`src/rtl/async_crossing_reset_pkg.sv`:
```
// Shared types for the async-crossing reset sequencer: FSM encoding and
// counter width derivation.
package async_crossing_reset_pkg;

  typedef enum logic [2:0] {
    ST_IDLE    = 3'd0,
    ST_DRAIN   = 3'd1,
    ST_ASSERT  = 3'd2,
    ST_HOLD    = 3'd3,
    ST_RELEASE = 3'd4,
    ST_SETTLE  = 3'd5
  } state_e;

  // Wide enough to hold the largest terminal count plus one spare bit.
  function automatic int cnt_width(input int hold_cycles, input int drain_timeout,
                                   input int settle_cycles);
    int max_v;
    max_v = hold_cycles;
    max_v = (drain_timeout > max_v) ? drain_timeout : max_v;
    max_v = (settle_cycles > max_v) ? settle_cycles : max_v;
    return $clog2(max_v) + 1;
  endfunction

endpackage

```
`src/rtl/crossing_reset_timer.sv`:
```
// Shared phase counter: cleared on every state entry, advanced while enabled,
// and compared against the limit of the current phase.
module crossing_reset_timer #(
  parameter int CNT_W = 9
) (
  input  logic             clock,
  input  logic             reset,
  input  logic             clear,
  input  logic             enable,
  input  logic [CNT_W-1:0] limit,
  output logic             at_limit
);

  logic [CNT_W-1:0] count_q;
  logic [CNT_W-1:0] count_d;

  always_comb begin
    if (clear) begin
      count_d = {CNT_W{1'b0}};
    end else if (enable) begin
      count_d = count_q + {{(CNT_W-1){1'b0}}, 1'b1};
    end else begin
      count_d = count_q;
    end
  end

  always_ff @(posedge clock or posedge reset) begin
    if (reset) begin
      count_q <= {CNT_W{1'b0}};
    end else begin
      count_q <= count_d;
    end
  end

  assign at_limit = (count_q == limit);

endmodule

```
`src/rtl/async_crossing_reset_ctrl.sv`:
```
// Source-domain sequencer that drains, resets and reopens an async-queue
// crossing, handshaking reset entry and exit with the sink side.
module async_crossing_reset_ctrl
  import async_crossing_reset_pkg::*;
#(
  parameter int HOLD_CYCLES   = 4,
  parameter int DRAIN_TIMEOUT = 256,
  parameter int SETTLE_CYCLES = 3,
  parameter int CNT_W         = cnt_width(HOLD_CYCLES, DRAIN_TIMEOUT, SETTLE_CYCLES)
) (
  input  logic clock,
  input  logic reset,
  input  logic reset_req,
  input  logic queue_empty,
  input  logic sink_reset_ack,
  output logic enq_block,
  output logic source_reset,
  output logic sink_reset_req,
  output logic busy,
  output logic drain_timeout,
  output logic done
);

  state_e           state_q, state_d;
  logic             reset_req_q;
  logic             start;
  logic             enq_block_q, enq_block_d;
  logic             source_reset_q, source_reset_d;
  logic             sink_reset_req_q, sink_reset_req_d;
  logic             busy_q, busy_d;
  logic             drain_timeout_q, drain_timeout_d;
  logic             done_q, done_d;
  logic             ctr_clear, ctr_enable, ctr_at_limit;
  logic [CNT_W-1:0] ctr_limit;

  assign start = reset_req & ~reset_req_q;

  always_ff @(posedge clock or posedge reset) begin
    if (reset) begin
      state_q          <= ST_IDLE;
      reset_req_q      <= 1'b0;
      enq_block_q      <= 1'b0;
      source_reset_q   <= 1'b0;
      sink_reset_req_q <= 1'b0;
      busy_q           <= 1'b0;
      drain_timeout_q  <= 1'b0;
      done_q           <= 1'b0;
    end else begin
      state_q          <= state_d;
      reset_req_q      <= reset_req;
      enq_block_q      <= enq_block_d;
      source_reset_q   <= source_reset_d;
      sink_reset_req_q <= sink_reset_req_d;
      busy_q           <= busy_d;
      drain_timeout_q  <= drain_timeout_d;
      done_q           <= done_d;
    end
  end

  // queue_empty wins over the timeout when both land in the same cycle.
  always_comb begin
    state_d = state_q;
    case (state_q)
      ST_IDLE:    if (start) state_d = ST_DRAIN; else state_d = ST_IDLE;
      ST_DRAIN:   if (queue_empty || ctr_at_limit) state_d = ST_ASSERT; else state_d = ST_DRAIN;
      ST_ASSERT:  if (sink_reset_ack) state_d = ST_HOLD; else state_d = ST_ASSERT;
      ST_HOLD:    if (ctr_at_limit) state_d = ST_RELEASE; else state_d = ST_HOLD;
      ST_RELEASE: if (!sink_reset_ack) state_d = ST_SETTLE; else state_d = ST_RELEASE;
      ST_SETTLE:  if (ctr_at_limit) state_d = ST_IDLE; else state_d = ST_SETTLE;
      default:    state_d = ST_IDLE;
    endcase
  end

  // Outputs are decoded from the next state so the flops line up with it.
  always_comb begin
    enq_block_d      = (state_d != ST_IDLE);
    busy_d           = (state_d != ST_IDLE);
    source_reset_d   = (state_d == ST_ASSERT) || (state_d == ST_HOLD);
    sink_reset_req_d = (state_d == ST_ASSERT) || (state_d == ST_HOLD);
    done_d           = (state_q == ST_SETTLE) && (state_d == ST_IDLE);
    if ((state_q == ST_IDLE) && (state_d == ST_DRAIN)) begin
      drain_timeout_d = 1'b0;
    end else if ((state_q == ST_DRAIN) && !queue_empty && ctr_at_limit) begin
      drain_timeout_d = 1'b1;
    end else begin
      drain_timeout_d = drain_timeout_q;
    end
  end

  always_comb begin
    ctr_clear  = (state_d != state_q);
    ctr_enable = 1'b0;
    ctr_limit  = {CNT_W{1'b0}};
    case (state_q)
      ST_DRAIN: begin
        ctr_enable = 1'b1;
        ctr_limit  = CNT_W'(DRAIN_TIMEOUT - 1);
      end
      ST_HOLD: begin
        ctr_enable = 1'b1;
        ctr_limit  = CNT_W'(HOLD_CYCLES - 1);
      end
      ST_SETTLE: begin
        ctr_enable = 1'b1;
        ctr_limit  = CNT_W'(SETTLE_CYCLES - 1);
      end
      default: begin
        ctr_enable = 1'b0;
        ctr_limit  = {CNT_W{1'b0}};
      end
    endcase
  end

  crossing_reset_timer #(.CNT_W(CNT_W)) u_timer (
    .clock    (clock),
    .reset    (reset),
    .clear    (ctr_clear),
    .enable   (ctr_enable),
    .limit    (ctr_limit),
    .at_limit (ctr_at_limit)
  );

  assign enq_block      = enq_block_q;
  assign source_reset   = source_reset_q;
  assign sink_reset_req = sink_reset_req_q;
  assign busy           = busy_q;
  assign drain_timeout  = drain_timeout_q;
  assign done           = done_q;

endmodule
```
`config.mk`:
```
export PLATFORM = sky130hd
export DESIGN_NAME = async_crossing_reset_ctrl
export DESIGN_NICKNAME = d
export VERILOG_FILES = /design/src/rtl/async_crossing_reset_pkg.sv /design/src/rtl/crossing_reset_timer.sv /design/src/rtl/async_crossing_reset_ctrl.sv
export SDC_FILE = /design/constraint.sdc
export NUM_CORES = 1
export LEC_CHECK = 0
export ABC_AREA = 1
export CAP_MARGIN = 25
export CORE_MARGIN = 3
export CORE_UTILIZATION = 64
export DETAILED_ROUTE_END_ITERATION = 7
export DONT_BUFFER_PORTS = 1
export PLACE_DENSITY_LB_ADDON = 0.3
export SKIP_CTS_REPAIR_TIMING = 1
export SLEW_MARGIN = 15
export SYNTH_ARGS = -nofsm -noshare
export SYNTH_HDL_FRONTEND = slang
export SYNTH_SLANG_ARGS = --single-unit
```
`constraint.sdc`:
```
create_clock -name clock -period 3.32 [get_ports clock]
set_input_delay 0.664 -clock clock [delete_from_list [all_inputs] [get_ports clock]]
set_output_delay 0.664 -clock clock [all_outputs]
set_load 0.01 [all_outputs]
```
## Word-level counts from Yosys, hierarchy flattened

Index checks and enable logic that the tools add are counted.

- Output and inout port bits: 6
- Flip-flop bits (word level): 17
- Bits of input ports: 5

- $add $sub $neg: 1
- Equality and inequality tests: 10
- Bitwise operators: 2
- Muxes and demuxes: 13
- Reduce and logical (&&, ||, !) cells: 13

Operators by type and width:

| cell | number |
|---|---|
| 8-bit one-hot mux with 3 select lines | 1 |
| 9-bit two-way mux | 2 |
| 3-bit one-hot mux with 6 select lines | 1 |
| 3-bit by 2-bit equality test with 1-bit output, second input constant | 4 |
| 9-bit by 1-bit adder with 9-bit output, second input constant | 1 |
| 9-bit by 8-bit equality test with 1-bit output | 1 |
| 3-bit by 1-bit equality test with 1-bit output, second input constant | 2 |
| 3-bit equality test, second input constant | 2 |
| 3-bit zero test | 2 |
| 1-bit two-way mux | 6 |
| 3-bit two-way mux | 2 |
| 1-bit logical AND | 4 |
| 2-bit nonzero test | 2 |
| 3-bit inequality test | 1 |
| 3-bit nonzero test | 1 |
| 3-bit OR reduction | 1 |
| 1-bit logical OR | 2 |
| 2-bit two-way mux | 1 |
| 1-bit AND | 1 |
| 1-bit zero test | 1 |
| 1-bit NOT | 1 |

## Logic depth before layout (Yosys ltp)

- Word-level depth: 9
- Depth in mapped cells: 13
- Mapped depth without buffers: 13

## Modules after synthesis

Synthesis repeated with hierarchy kept, for this count alone.

- Cells, all modules: 144
- Area, all modules: 1,107.3 um^2

By module, submodules not included:

| module | area each (um^2) | instances | sequential area each (um^2) | cells each |
|---|---|---|---|---|
| crossing_reset_timer | 614.3 | 1 | 225.2 | 83 |
| async_crossing_reset_ctrl | 493.0 | 1 | 200.2 | 61 |

## Worst setup path before layout

OpenSTA, ideal clock, no wires.

- Path type: input-to-reg
- From: input reset_req
- To: register u_timer.count_q[0]
- Required time: 3.200 ns
- Stages on the path: 7
- Setup slack: 1.921 ns
- Arrival: 1.278 ns
- Buffers on the path: 0
- Library setup time: 0.120 ns
- Cell sequence: inv_1 > nor3_1 > nor3_2 > inv_1 > o21ai_1 > nand2_2 > nor2_1

- Longest elaborated chain between the ends: 5
- Elaborated cells between the ends (all ways): 6

Ends and longest elaborated chain:

| element | RTL line | source |
|---|---|---|
| start: declaration | async_crossing_reset_ctrl.sv:13 | `input logic reset_req,` |
| 1-bit AND * | async_crossing_reset_ctrl.sv:36 | `assign start = reset_req & ~reset_req_q;` |
| 1-bit two-way mux * | async_crossing_reset_ctrl.sv:64 | `ST_IDLE: if (start) state_d = ST_DRAIN; else state_d = ST_IDLE;` |
| 3-bit one-hot mux with 6 select lines * | async_crossing_reset_ctrl.sv:63 | `case (state_q)` |
| 3-bit inequality test * | async_crossing_reset_ctrl.sv:91 | `ctr_clear = (state_d != state_q);` |
| 9-bit two-way mux / 2-bit nonzero test (equally long branches) | - |  |
| end signal: assignment | crossing_reset_timer.sv:29 | `count_q <= {CNT_W{1'b0}};` |
| end signal: assignment | crossing_reset_timer.sv:31 | `count_q <= count_d;` |
| end: declaration | crossing_reset_timer.sv:14 | `logic [CNT_W-1:0] count_q;` |

Every way passes the cells marked *; elsewhere a longest branch is shown, timed or not.
A chain may end at the register's enable or synchronous reset.

## Final worst setup path

- From: register state_q[2]
- To: register u_timer.count_q[0]

- Longest elaborated chain between the ends: 8
- Elaborated cells between the ends (all ways): 18

Ends and longest elaborated chain:

| element | RTL line | source |
|---|---|---|
| start: declaration | async_crossing_reset_ctrl.sv:24 | `state_e state_q, state_d;` |
| start signal: assignment | async_crossing_reset_ctrl.sv:49 | `state_q <= state_d;` |
| 3-bit equality test, or another cell as far along | async_crossing_reset_ctrl.sv:63, async_crossing_reset_ctrl.sv:94 |  |
| 8-bit one-hot mux with 3 select lines | async_crossing_reset_ctrl.sv:94 | `case (state_q)` |
| 9-bit by 8-bit equality test with 1-bit output | crossing_reset_timer.sv:35 | `assign at_limit = (count_q == limit);` |
| 1-bit logical OR | async_crossing_reset_ctrl.sv:65 | `ST_DRAIN: if (queue_empty \|\| ctr_at_limit) state_d = ST_ASSERT; else state_d = ST_DRAIN;` |
| 2-bit two-way mux | async_crossing_reset_ctrl.sv:65 |  |
| 3-bit one-hot mux with 6 select lines | async_crossing_reset_ctrl.sv:63 |  |
| 3-bit inequality test | async_crossing_reset_ctrl.sv:91 |  |
| 9-bit two-way mux / 2-bit nonzero test (equally long branches) | - |  |

Parallel ways exist; a longest one is shown, timed or not.

==> results_dict.tcl <==
set metrics [dict create \
    skew_ns 0.004219 \
    synth_xor_area_share_pct 7.447 \
    tightestPinTransition_ns 0.5944 \
    die_h_um 44.34 \
    synthTopCellsByCount "nand2_1 (23), nor2_1 (18), dfrtp_1 (17), inv_1 (17), nand3_1 (12)" \
    dpl_cell_area_sq_um 944.7 \
    layout_setup_ws_ns 1.662 \
    hold_violations 0 \
    synth_fp_nets 127 \
    insertion_delay_ns 0.29 \
    drtAntennaViolNets 0 \
    die-area_sq_mm 0.001966 \
    ff2ff_path_depth 11 \
    syn_area_per_cell_sq_um 7.776 \
    async_reset_ff_share_pct 100.0 \
    cts.htree.levels 1 \
    nNetsFinal 130 \
    drv_cap 0 \
    synth_top_flop_cell "dfrtp_1" \
    r2r_start "state_q[2]" \
    slew_headroom_pct 60.33 \
    routed_wl_um 1795 \
    utilization_pct 72.80 \
    finalCriticalPeriod_ns 1.658 \
    die_w_um 44.34 \
    yosysTopAreaCell "dfrtp_1" \
    cp-start-kind "flop" \
    crit_type "flop to flop" \
    r2r-end "u_timer.count_q[0]" \
    postSynthRegisterBits 17 \
    finalInstanceArea_sq_um 970.9 \
    power_leakage_nw 0.5145 \
    arrival_ns 1.88 \
    num_rows 13 \
    grt_pass1_vias 750 \
    fill_cells 95 \
    synth-edff-count 0 \
    syn-instance-count 121 \
    grt_pass1_wl_um 3132 \
    drt-wirelength-per-cell_um 13.01 \
    path_clk_slew_ns 0.09 \
    p_total_mw 0.8604 \
    synth.cell_area_sq_um 940.9 \
    cts_buffer_depth 2 \
    dpl.hpwl_um 1414 \
    viasPerCell 5.500 \
    antennaDiodeCount 0 \
    pwr-share-comb_pct 50.3 \
    irDropWorstVdd_v 0.0005600 \
    clockRootBuffer "clkbuf_4" \
    setup-violations-final 0 \
    gp_congestion 0.9115 \
    num_vias 759 \
    synth_fa_ha_area_share_pct 1.330 \
    critPathMaxFanout 9 \
    post-route-drc-count 0 \
    synth_top_family_by_area "simple AND/OR/NAND/NOR gates" \
    io_buffers 0 \
    synth.most_common_cell "nand2_1" \
    syn_to_final_growth_pct 3.192 \
    p_int_mw 0.4375 \
    rsz0062_at_grt "no" \
    r2r_setup_slack_ns 1.66 \
    min_period_over_period_pct 49.94 \
    grt_max_degree 18 \
    power_frac_seq_pct 37.4 \
    first_pass_iters 5 \
    pre_cts_ws_ns 1.735 \
    cellPowerDensity_mw_per_mm2 886.1 \
    synth_area_leaders "dfrtp_1 (45%), nand2_1 (9.2%), nor2_1 (7.2%)" \
    swShare_pct 49.15 \
    synth_compound_area_share_pct 2.926 \
    cts_sinks 17 \
    grt_use_total_pct 22.13 \
    pin_count 11 \
    end_kind "flop" \
    ys_seq_area_share_pct 45.21 \
    muxShareOfSynthArea_pct 0 \
    synth_warnings 0 \
    yosys.area_share.simple_pct 33.11 \
    max_freq_mhz 603.1 \
    p_clk_share_pct 12.3 \
    drive_gt1_share_pct 13.82 \
    antenna_found_initial 0 \
    cts_tree "done" \
    outcome "finished, final reports clean" \
    grt_overflow 0 \
    numCtsBuffers 3 \
    synth.distinct_cells 20 \
    drt-initial-drc-count 42 \
    hold_path_class "primary input to asynchronous set/reset pin" \
    setup_tns_ns 0 \
    initial_utilization_pct 70.54 \
    synth_top_cell_area_share_pct 45.21 \
    p_sw_mw 0.4229 \
    cp_data_required_time_ns 3.54 \
    drv_slew 0 \
    coreArea_sq_mm 0.001334 \
]
==> cells by family (layout without fill, tap and decap cells) <==
| kind of cell | Yosys count | in the layout |
|---|---|---|
| DFF | 17 | 17 |
| and+or+nand+nor | 67 | 67 |
| adders and majority gates | 1 | 1 |
| buffers and inverters | 23 | 25 |
| xor gates and xnor gates | 8 | 8 |
| AOI/OAI and AO/OA | 5 | 5 |
==> routing by layer <==
layer  vias to the layer above  wire length, um  part of all wire (%)  track usage, %
li1                        374                -                     -               -
met1                       337              719                    40           27.08
met2                        41              891                    50           36.92
met3                         7              138                   7.7           5.285
met4                         0               46                   2.6           9.639
met5                         -                0                     0               0
==> per-stage QoR <==
step,instances,hold slack (ns)
CTS,138,0.3436
finish,138,0.3165
global route,138,0.3593
detailed placement,134,0.5227
global placement,134,0.5122
floorplan,121,0.4957
==> flip-flops by register name (all words and copies together) (netlist names) <==
name,flops
u_timer.count_q,9
state_q,3
busy,1
done,1
drain_timeout,1
reset_req_q,1
sink_reset_req,1
==> placed cells by master, fill, tap and decap left out, drive strengths merged <==
| cell | n |
|---|---|
| nor2 | 21 |
| dfrtp | 17 |
| xor2 | 5 |
| nand3 | 13 |
| nand2 | 28 |
| nor3 | 3 |
| ha | 1 |
| xnor2 | 3 |
| clkbuf | 4 |
| o211ai | 1 |
| a21oi | 3 |
| nand4 | 2 |
| inv | 21 |
| o21ai | 1 |
==> worst max-delay path, stage by stage, from the launching register on <==
cell	delay, ns
dfrtp_1	0.43
inv_2	0.10
nand2_2	0.10
nor2_1	0.17
nand2_1	0.07
nand2_1	0.07
inv_2	0.05
nand2_2	0.08
nand2_1	0.09
o21ai_1	0.14
nand2_2	0.16
nor2_1	0.13
==> final cells by class <==
cell class	instances	area [sq um]	area share, %
Clock buffer	4	26.28	2.706
Inverter	21	78.83	8.119
Multi-Input combinational cell	81	421.7	43.43
Sequential cell	17	425.4	43.81
Tap cell	15	18.77	1.933
==> worst max path at each step <==
stage | end | slack [ns] | from | cells after the start
global placement | u_timer.count_q[2] | 1.78 | state_q[2] | 10
floorplan | u_timer.count_q[0] | 1.92 | reset_req | 7
detailed placement | u_timer.count_q[6] | 1.73 | state_q[0] | 10
finish | u_timer.count_q[0] | 1.66 | state_q[2] | 11
global route | u_timer.count_q[6] | 1.50 | state_q[2] | 11
CTS | u_timer.count_q[0] | 1.70 | state_q[0] | 10
==> power by group through the flow <==
stage | Combinational [mW] | Clock [mW] | Sequential (mW)
after floorplan | 0.367 | 0 | 0.307
after global placement | 0.406 | 0 | 0.322
after detailed placement | 0.419 | 0 | 0.326
after CTS | 0.427 | 0.110 | 0.321
after global routing | 0.490 | 0.116 | 0.328
final | 0.433 | 0.106 | 0.322
(Power assumes the default switching activity.)
